==> config.mk <==
export PLATFORM = sky130hd
export DESIGN_NAME = fifo_stream_reader_flat
export DESIGN_NICKNAME = d
export VERILOG_FILES = /design/src/rtl/fifo_stream_reader_pkg.sv /design/src/rtl/fifo_stream_reader_if.sv /design/src/rtl/fifo_stream_reader_skid.sv /design/src/rtl/fifo_stream_reader.sv /design/src/flat_wrapper.sv
export SDC_FILE = /design/constraint.sdc
export NUM_CORES = 1
export LEC_CHECK = 0
export CAP_MARGIN = 20
export CORE_MARGIN = 2
export CORE_UTILIZATION = 39
export CTS_BUF_LIST = sky130_fd_sc_hd__clkbuf_16
export DETAILED_ROUTE_END_ITERATION = 8
export GPL_TIMING_DRIVEN = 0
export PLACE_DENSITY = 0.67
export SYNTH_ARGS = -nofsm -noshare
export SYNTH_HDL_FRONTEND = slang
export SYNTH_HIERARCHICAL = 1
export SYNTH_SLANG_ARGS = --single-unit
==> constraint.sdc <==
create_clock -name clk -period 1.5 [get_ports clk]
set_input_delay 0.3 -clock clk [delete_from_list [all_inputs] [get_ports clk]]
set_output_delay 0.3 -clock clk [all_outputs]
set_load 0.005 [all_outputs]
==> src/rtl/fifo_stream_reader_pkg.sv <==
// Shared constants and types for the FIFO-to-stream reader and its skid buffer.
package fifo_stream_reader_pkg;

    localparam int unsigned SKID_DEPTH = 3;

    typedef logic [1:0] skid_ptr_t;
    typedef logic [1:0] skid_occ_t;

    // Pointer increment that wraps at SKID_DEPTH rather than at the type's range.
    function automatic skid_ptr_t ptr_inc(input skid_ptr_t p);
        return (p == skid_ptr_t'(SKID_DEPTH - 1)) ? '0 : p + skid_ptr_t'(1);
    endfunction

endpackage

==> src/rtl/fifo_stream_reader_if.sv <==
// FIFO read port plus outgoing valid/ready stream; master is the reader side.
interface fifo_stream_reader_if #(
    parameter int unsigned p_bitwidth = 32
);
    logic                  fifo_empty;
    logic [p_bitwidth-1:0] fifo_rd_data;
    logic                  fifo_rd_en;
    logic                  out_val;
    logic                  out_rdy;
    logic [p_bitwidth-1:0] out_msg;

    modport master (
        input  fifo_empty, fifo_rd_data, out_rdy,
        output fifo_rd_en, out_val, out_msg
    );

    modport slave (
        output fifo_empty, fifo_rd_data, out_rdy,
        input  fifo_rd_en, out_val, out_msg
    );
endinterface

==> src/rtl/fifo_stream_reader_skid.sv <==
// Three-entry circular skid buffer: tail write port, head read, occupancy, sync clear.
module fifo_stream_reader_skid
    import fifo_stream_reader_pkg::*;
#(
    parameter int unsigned p_bitwidth = 32
) (
    input  logic                  clk,
    input  logic                  rst_n,
    input  logic                  clear_i,
    input  logic                  wr_en_i,
    input  logic [p_bitwidth-1:0] wr_data_i,
    input  logic                  rd_en_i,
    output logic [p_bitwidth-1:0] rd_data_o,
    output skid_occ_t             occ_o
);
    logic [p_bitwidth-1:0] mem_q [SKID_DEPTH];
    logic [p_bitwidth-1:0] mem_d [SKID_DEPTH];
    skid_ptr_t             head_q, head_d;
    skid_ptr_t             tail_q, tail_d;
    skid_occ_t             occ_q, occ_d;

    always_comb begin
        mem_d  = mem_q;
        head_d = head_q;
        tail_d = tail_q;
        occ_d  = occ_q;
        if (clear_i) begin
            head_d = '0;
            tail_d = '0;
            occ_d  = '0;
        end else begin
            if (wr_en_i) begin
                mem_d[tail_q] = wr_data_i;
                tail_d        = ptr_inc(tail_q);
            end
            if (rd_en_i) begin
                head_d = ptr_inc(head_q);
            end
            case ({wr_en_i, rd_en_i})
                2'b10:   occ_d = occ_q + skid_occ_t'(1);
                2'b01:   occ_d = occ_q - skid_occ_t'(1);
                default: occ_d = occ_q;
            endcase
        end
    end

    always_ff @(posedge clk or negedge rst_n) begin
        if (!rst_n) begin
            for (int i = 0; i < SKID_DEPTH; i++) begin
                mem_q[i] <= '0;
            end
            head_q <= '0;
            tail_q <= '0;
            occ_q  <= '0;
        end else begin
            mem_q  <= mem_d;
            head_q <= head_d;
            tail_q <= tail_d;
            occ_q  <= occ_d;
        end
    end

    assign rd_data_o = mem_q[head_q];
    assign occ_o     = occ_q;

endmodule

==> src/rtl/fifo_stream_reader.sv <==
// Drains a one-cycle-latency FIFO into a valid/ready stream via a credit-controlled skid buffer.
// Define FIFO_STREAM_READER_COUNT_EN to build the xfer_count handshake counter.
module fifo_stream_reader
    import fifo_stream_reader_pkg::*;
#(
    parameter int unsigned p_bitwidth    = 32,
    parameter int unsigned p_count_width = 16
) (
    input  logic                     clk,
    input  logic                     rst_n,
    input  logic                     clear,
    fifo_stream_reader_if.master     bus,
    output logic [p_count_width-1:0] xfer_count
);
    logic      inflight_q, inflight_d;
    skid_occ_t occ;
    logic      rd_en;
    logic      fire;
    logic [2:0] credit_used;

    // Credits count both buffered entries and the word still on the FIFO read bus.
    assign credit_used = {1'b0, occ} + {2'b00, inflight_q};

    // Gated by rst_n so no pop is requested while held in reset.
    assign rd_en = rst_n && !bus.fifo_empty && !clear && (credit_used < 3'(SKID_DEPTH));

    assign bus.fifo_rd_en = rd_en;
    assign bus.out_val    = (occ != '0);
    assign fire           = bus.out_val && bus.out_rdy;
    assign inflight_d     = rd_en;

    always_ff @(posedge clk or negedge rst_n) begin
        if (!rst_n) begin
            inflight_q <= 1'b0;
        end else begin
            inflight_q <= inflight_d;
        end
    end

    fifo_stream_reader_skid #(
        .p_bitwidth (p_bitwidth)
    ) u_skid (
        .clk       (clk),
        .rst_n     (rst_n),
        .clear_i   (clear),
        .wr_en_i   (inflight_q && !clear),
        .wr_data_i (bus.fifo_rd_data),
        .rd_en_i   (fire),
        .rd_data_o (bus.out_msg),
        .occ_o     (occ)
    );

`ifdef FIFO_STREAM_READER_COUNT_EN
    logic [p_count_width-1:0] count_q, count_d;

    assign count_d = fire ? count_q + (p_count_width)'(1) : count_q;

    always_ff @(posedge clk or negedge rst_n) begin
        if (!rst_n) begin
            count_q <= '0;
        end else begin
            count_q <= count_d;
        end
    end

    assign xfer_count = count_q;
`else
    assign xfer_count = '0;
`endif

endmodule

==> src/flat_wrapper.sv <==
// flat-port wrapper written by rule: the top's interface ports become plain ports
module fifo_stream_reader_flat import fifo_stream_reader_pkg::*;
#(
    parameter int unsigned p_bitwidth    = 32,
    parameter int unsigned p_count_width = 16
)
  (clk, rst_n, clear, xfer_count, bus_fifo_empty, bus_fifo_rd_data, bus_out_rdy, bus_fifo_rd_en, bus_out_val, bus_out_msg);
  fifo_stream_reader_if #(.p_bitwidth(p_bitwidth)) bus_i ();
  input  logic clk;
  input  logic rst_n;
  input  logic clear;
  output logic [p_count_width-1:0] xfer_count;
  input wire logic [$bits(bus_i.fifo_empty)-1:0] bus_fifo_empty;
  input wire logic [$bits(bus_i.fifo_rd_data)-1:0] bus_fifo_rd_data;
  input wire logic [$bits(bus_i.out_rdy)-1:0] bus_out_rdy;
  output wire logic [$bits(bus_i.fifo_rd_en)-1:0] bus_fifo_rd_en;
  output wire logic [$bits(bus_i.out_val)-1:0] bus_out_val;
  output wire logic [$bits(bus_i.out_msg)-1:0] bus_out_msg;
  assign bus_i.fifo_empty = bus_fifo_empty;
  assign bus_i.fifo_rd_data = bus_fifo_rd_data;
  assign bus_i.out_rdy = bus_out_rdy;
  assign bus_fifo_rd_en = bus_i.fifo_rd_en;
  assign bus_out_val = bus_i.out_val;
  assign bus_out_msg = bus_i.out_msg;
  fifo_stream_reader #(.p_bitwidth(p_bitwidth), .p_count_width(p_count_width)) u_core (.clk(clk), .rst_n(rst_n), .clear(clear), .bus(bus_i), .xfer_count(xfer_count));
endmodule
# == Word-level counts from Yosys, hierarchy flattened ==
# Cells that the tools add are included.
# totals
wordCells,50
in_bits,37
out_inout_bits,50
ff_bits,103
# classes
n_lt_le_gt_ge,4
mux,14
reduce_logical,13
bitwise,3
add_sub_neg,5
eq_ne,4
# ops
op,count
$bwmux 96,1
$mux 32,3
$bmux 32 s2,1
$demux 32 s2,1
$mux 2,7
$add 2x1->2 const B,3
$eq 2x2->1 const B,3
$ge 3x3->1 const B,2
$logic_and 1x1->1,6
$not 2->3,2
$reduce_bool 2->1,3
$pmux 2 s2,1
$add 2x1->3,1
$lt 3x1->1 const B,1
$lt 3x2->1 const B,1
$reduce_bool 3->1,1
$eq 2x1->1 const B,1
$logic_not 1->1,2
$reduce_and 2->1,1
$sub 2x1->2 const B,1
$not 1->1,1

# == Longest topological paths before layout ==
# logic_depth
ltp_word,6
depth_mapped,6
mapped_depth_nobuf,5

# == Cells and area by module ==
# Netlist, hierarchy kept.
# by_module_without_submodules
module,seq_area_each_um2,cells_each,area_per_inst_um2,n_inst
fifo_stream_reader_skid,2552.4,342,4643.2,1
fifo_stream_reader,25.0,25,210.2,1

# == Least setup slack after synthesis ==
# Ideal clock, no wire load.
# synth_timing
path_kind,register to output
from,register u_core.u_skid.occ_q[0] (netlist: u_core/u_skid/occ_o[0])
to,output port bus_fifo_rd_en
path_slack_ps,-202
path_buffers,0
arrival_time_ps,1402
stages_incl_launch_ff,5
t_required_ps,1200
path_cell_list,dfrtp_1 -> ha_1 -> ha_1 -> or4b_1 -> a21oi_1
# synth_between
elab_chain_len,3
# synth_rtl
element,line_no,rtl
from (decl),fifo_stream_reader_skid.sv:20,"skid_occ_t occ_q, occ_d;"
from (signal assigned),fifo_stream_reader_skid.sv:54,occ_q <= '0;
from (signal assigned),fifo_stream_reader_skid.sv:59,occ_q <= occ_d;
$add 2x1->3,fifo_stream_reader.sv:22,"assign credit_used = {1'b0, occ} + {2'b00, inflight_q};"
$lt 3x2->1,fifo_stream_reader.sv:25,assign rd_en = rst_n && !bus.fifo_empty && !clear && (credit_used < 3'(SKID_DEPTH));
$logic_and 1x1->1,fifo_stream_reader.sv:25,
to (decl),flat_wrapper.sv:16,output wire logic [$bits(bus_i.fifo_rd_en)-1:0] bus_fifo_rd_en;
# No other way between the ends.

# == Worst setup path in the final report ==
# Same ends and word-level chain as after synthesis.

==> out/results.txt <==
Status -> complete, but fails checks
Post-synthesis mux area share -> 29.90%
CP Buf/Inv Count -> 1
Fraction of layout cells with a size suffix above 1 -> 56.55%
RSZ-0062 raised after global routing -> true
Register area -> 0.002581 mm^2
Vias in the first global route -> 3490
Clock share of power -> 27.6%
Die Area -> 0.01335 mm^2
Clk pin slew, worst setup/hold paths -> 0.07 ns
Maximum VDD drop -> 640.5 uV
Layout fillers -> 963
Port Buffers -> 70
Worst slew margin -> 61.16%
Netlist cell types -> 30
Share of power burned in registers -> 43.0%
CP cell instances -> ha_2 -> ha_2 -> or4b_4 -> a21oi_2 -> buf_2
Post-DRT Antenna Nets -> 0
Crit Path Class -> reg2out
Setup crit start kind -> flop
Area grow syn2layout -> 48.57%
Setup-failing EPs final -> 128
Die Height -> 115.6 um
H-Tree Level Count -> 3
Initial antenna violation count -> 0
Synth top area cells -> dfrtp_1 53%, mux2_2 20%, mux2i_1 7.0%
Drc violations -> 0
Clock Skews -> 0.006882 ns
DRT iter0 DRCs -> 152
Switching share of power -> 27.09%
Period utilisation layout -> 140.3%
Final WS setup -> -0.6047 ns
CTS Buffer Depth -> 2
Multi-input logic area -> 0.002357 mm^2
Synth Area per Inst -> 13.22 um^2
Comb pwr share -> 29.4%
CTS tree -> yes
Cell family with most CP delay -> simple AND/OR/NAND/NOR gates
# rows -> 40
GR Util All Layers -> 19.19%
Compound-Gate Fraction of Synth Area -> 3.712%
Root buffer cell -> clkbuf_16
Fin. max-slew vios -> 0
Vias -> 3389
Switching power -> 2.043 mW
P_int -> 5.500 mW
Largest family of logic cells by synthesized area -> multiplexers
Slowest stage delay, CP -> 0.47 ns
Synth Instances -> 367
Minimum clock period -> 2.105 ns
Initial Utilization -> 40.24%
TritonCTS buffer count -> 9
Mapped cell area -> 0.004853 mm^2
Power per Cell Area -> 1046 mW/mm^2
WP data arrival -> 1.80 ns
Most frequent cells in the layout -> 100 x dfrtp_1, 55 x mux2_2, 41 x mux2_4
Vias per cell -> 4.876
Die X-Extent -> 115.6 um
Simple-Gate Fraction of Synth Area -> 5.800%
Synth Area in Adders -> 0.5156%
Post-synthesis xor/xnor area fraction -> 0.3609%
Final Hold Fails -> 39
CTS sink cnt -> 103
Worst-margin pin slew -> 0.5826 ns
Synth warnings -> 6
Synth Register Bits -> 103
Synth top area share -> 53.11%
Routability Congestion -> 0.7224
Pre-Repair DR Iteration Count -> 5
Clock latency on the worst-skew pair -> 0.35 ns
Seq/Total Area, Yosys -> 53.11%
WL/cell -> 17.46 um
Hold Worst Slack -> -0.04280 ns
Placeable Area -> 0.01206 mm^2
Pin count of the biggest net entering global routing -> 58
Max FO, Critical Path -> 2
First-pass GRT wire length -> 19290 um
Worst R2R Setup Slack -> -0.28 ns
DP Cell Count -> 621
WL final -> 12130 um
Tot Pwr -> 7.543 mW
Slowest-stage cell, CP -> or4b_4
Nets -> 561
Pleak -> 3.470 nW
DP Wirelength -> 7025 um
Yosys top cell by area -> dfrtp_1
Fmax -> 475.1 MHz
Required @ worst endpoint -> 1.20 ns
Worst Hold Class -> in2async
Max-cap violation count -> 0
Io pins -> 87
Grt ovf -> 0
Fin cells -> 695
N_diodes -> 0
CP dominant cell by count -> ha_2
CP endpoint kind -> output pin
Commonest non-fill, non-tap cell in the layout -> dfrtp_1
Failing checks -> negative hold slack, negative setup slack
## power by group through the flow
stage	Sequential, mW	Combinational, mW	Clock (mW)
2_1_floorplan	3.23	0.972	0
3_3_place_gp	3.26	1.88	0
4_1_cts	3.23	2.04	2.13
3_5_place_dp	3.28	1.92	0
6_report	3.24	2.21	2.08
5_1_grt	3.27	2.38	2.25
## metal layers
layer	global-route usage [%]	up-vias	routed length [um]
met3	4.289	14	529
met2	31.38	72	6095
met1	25.72	1737	5320
met4	5.622	0	187
li1	-	1566	-
met5	0	-	0
## state kept, by name (all words and copies together), names as in the netlist
register / count
u_core/u_skid/mem_q: 96
u_core/u_skid/tail_q: 2
u_core/u_skid/head_q: 2
u_core/inflight_q: 1
u_core/u_skid/occ_o: 2
## Yosys cell counts, drive strengths merged
| cell | instances |
|---|---|
| nand2b | 2 |
| or2 | 1 |
| and2b | 1 |
| nor3b | 2 |
| nand2 | 32 |
| conb | 1 |
| nand3b | 2 |
| mux2i | 34 |
| dfrtp | 103 |
| buf | 36 |
| clkbuf | 4 |
| nor2b | 1 |
| and4bb | 2 |
| o21ai | 33 |
| or4b | 1 |
| and2 | 1 |
| and3b | 1 |
| nor2 | 5 |
| nor3 | 1 |
| xor2 | 1 |
| xnor2 | 1 |
| nor4b | 1 |
| a21oi | 3 |
| mux2 | 96 |
| ha | 2 |
## layout make-up
cell class                 count  area share, %
tap                          168          2.915
clock inverter                 7         0.4512
sequential                   103          35.80
clock buffer                   9          3.123
multi-input combinational    239          32.69
timing repair buffer         133          19.36
buffer                        36          5.657
## final timing paths
check | cells past startpoint | to | startpoint
min in group clk | 3 | u_core/u_skid/head_q[1]$_DFFE_PN0P_ | clear
worst min register to register | 1 | u_core/u_skid/mem_q[25]$_DFFE_PN0P_ | u_core/u_skid/mem_q[25]$_DFFE_PN0P_
worst max-delay path | 5 | bus_fifo_rd_en | u_core/u_skid/occ_o[0]$_DFFE_PN0P_
max in group asynchronous | 2 | u_core/u_skid/mem_q[46]$_DFFE_PN0P_ | rst_n
worst max register to register | 9 | u_core/u_skid/occ_o[1]$_DFFE_PN0P_ | u_core/u_skid/occ_o[0]$_DFFE_PN0P_
worst min-delay path | 1 | u_core/u_skid/mem_q[76]$_DFFE_PN0P_ | rst_n
## kinds of logic (layout without fill, tap and decap cells)
group / Yosys count / in the layout
other cells: 1 / 16
flops: 103 / 103
xor+xnor: 2 / 2
compound gates: 36 / 36
mux: 130 / 130
simple gates: 53 / 53
fa+ha+maj: 2 / 2
buf+inv: 40 / 185
## what timing repair did
item                                    4_1_cts  5_1_grt
pin swaps                                    27       16
gates cloned                                 11        1
hold buffers                                  1        1
endpoints found under the setup margin      131      132
gates resized for setup                     274       61
setup buffers                                40       15
endpoints found under the hold margin         4        3
## stage by stage
step / hold slack, ns / setup TNS [ns] / worst slack (ns) / area (um^2) / util [%]
detailed placement: 0.3667 / -83.88 / -0.8116 / 5972 / 49.51
floorplan: 0.004409 / -3.103 / -0.1355 / 5036 / -
global route: -0.01718 / -29.46 / -0.6701 / 7211 / 59.78
finish: -0.04280 / -21.49 / -0.6047 / 7211 / 59.78
CTS: -0.01914 / -23.47 / -0.6244 / 7059 / 58.53
global placement: 0.4887 / -476.05 / -4.221 / 5947 / 49.31
Note: power is estimated with default switching activity, not from simulation.
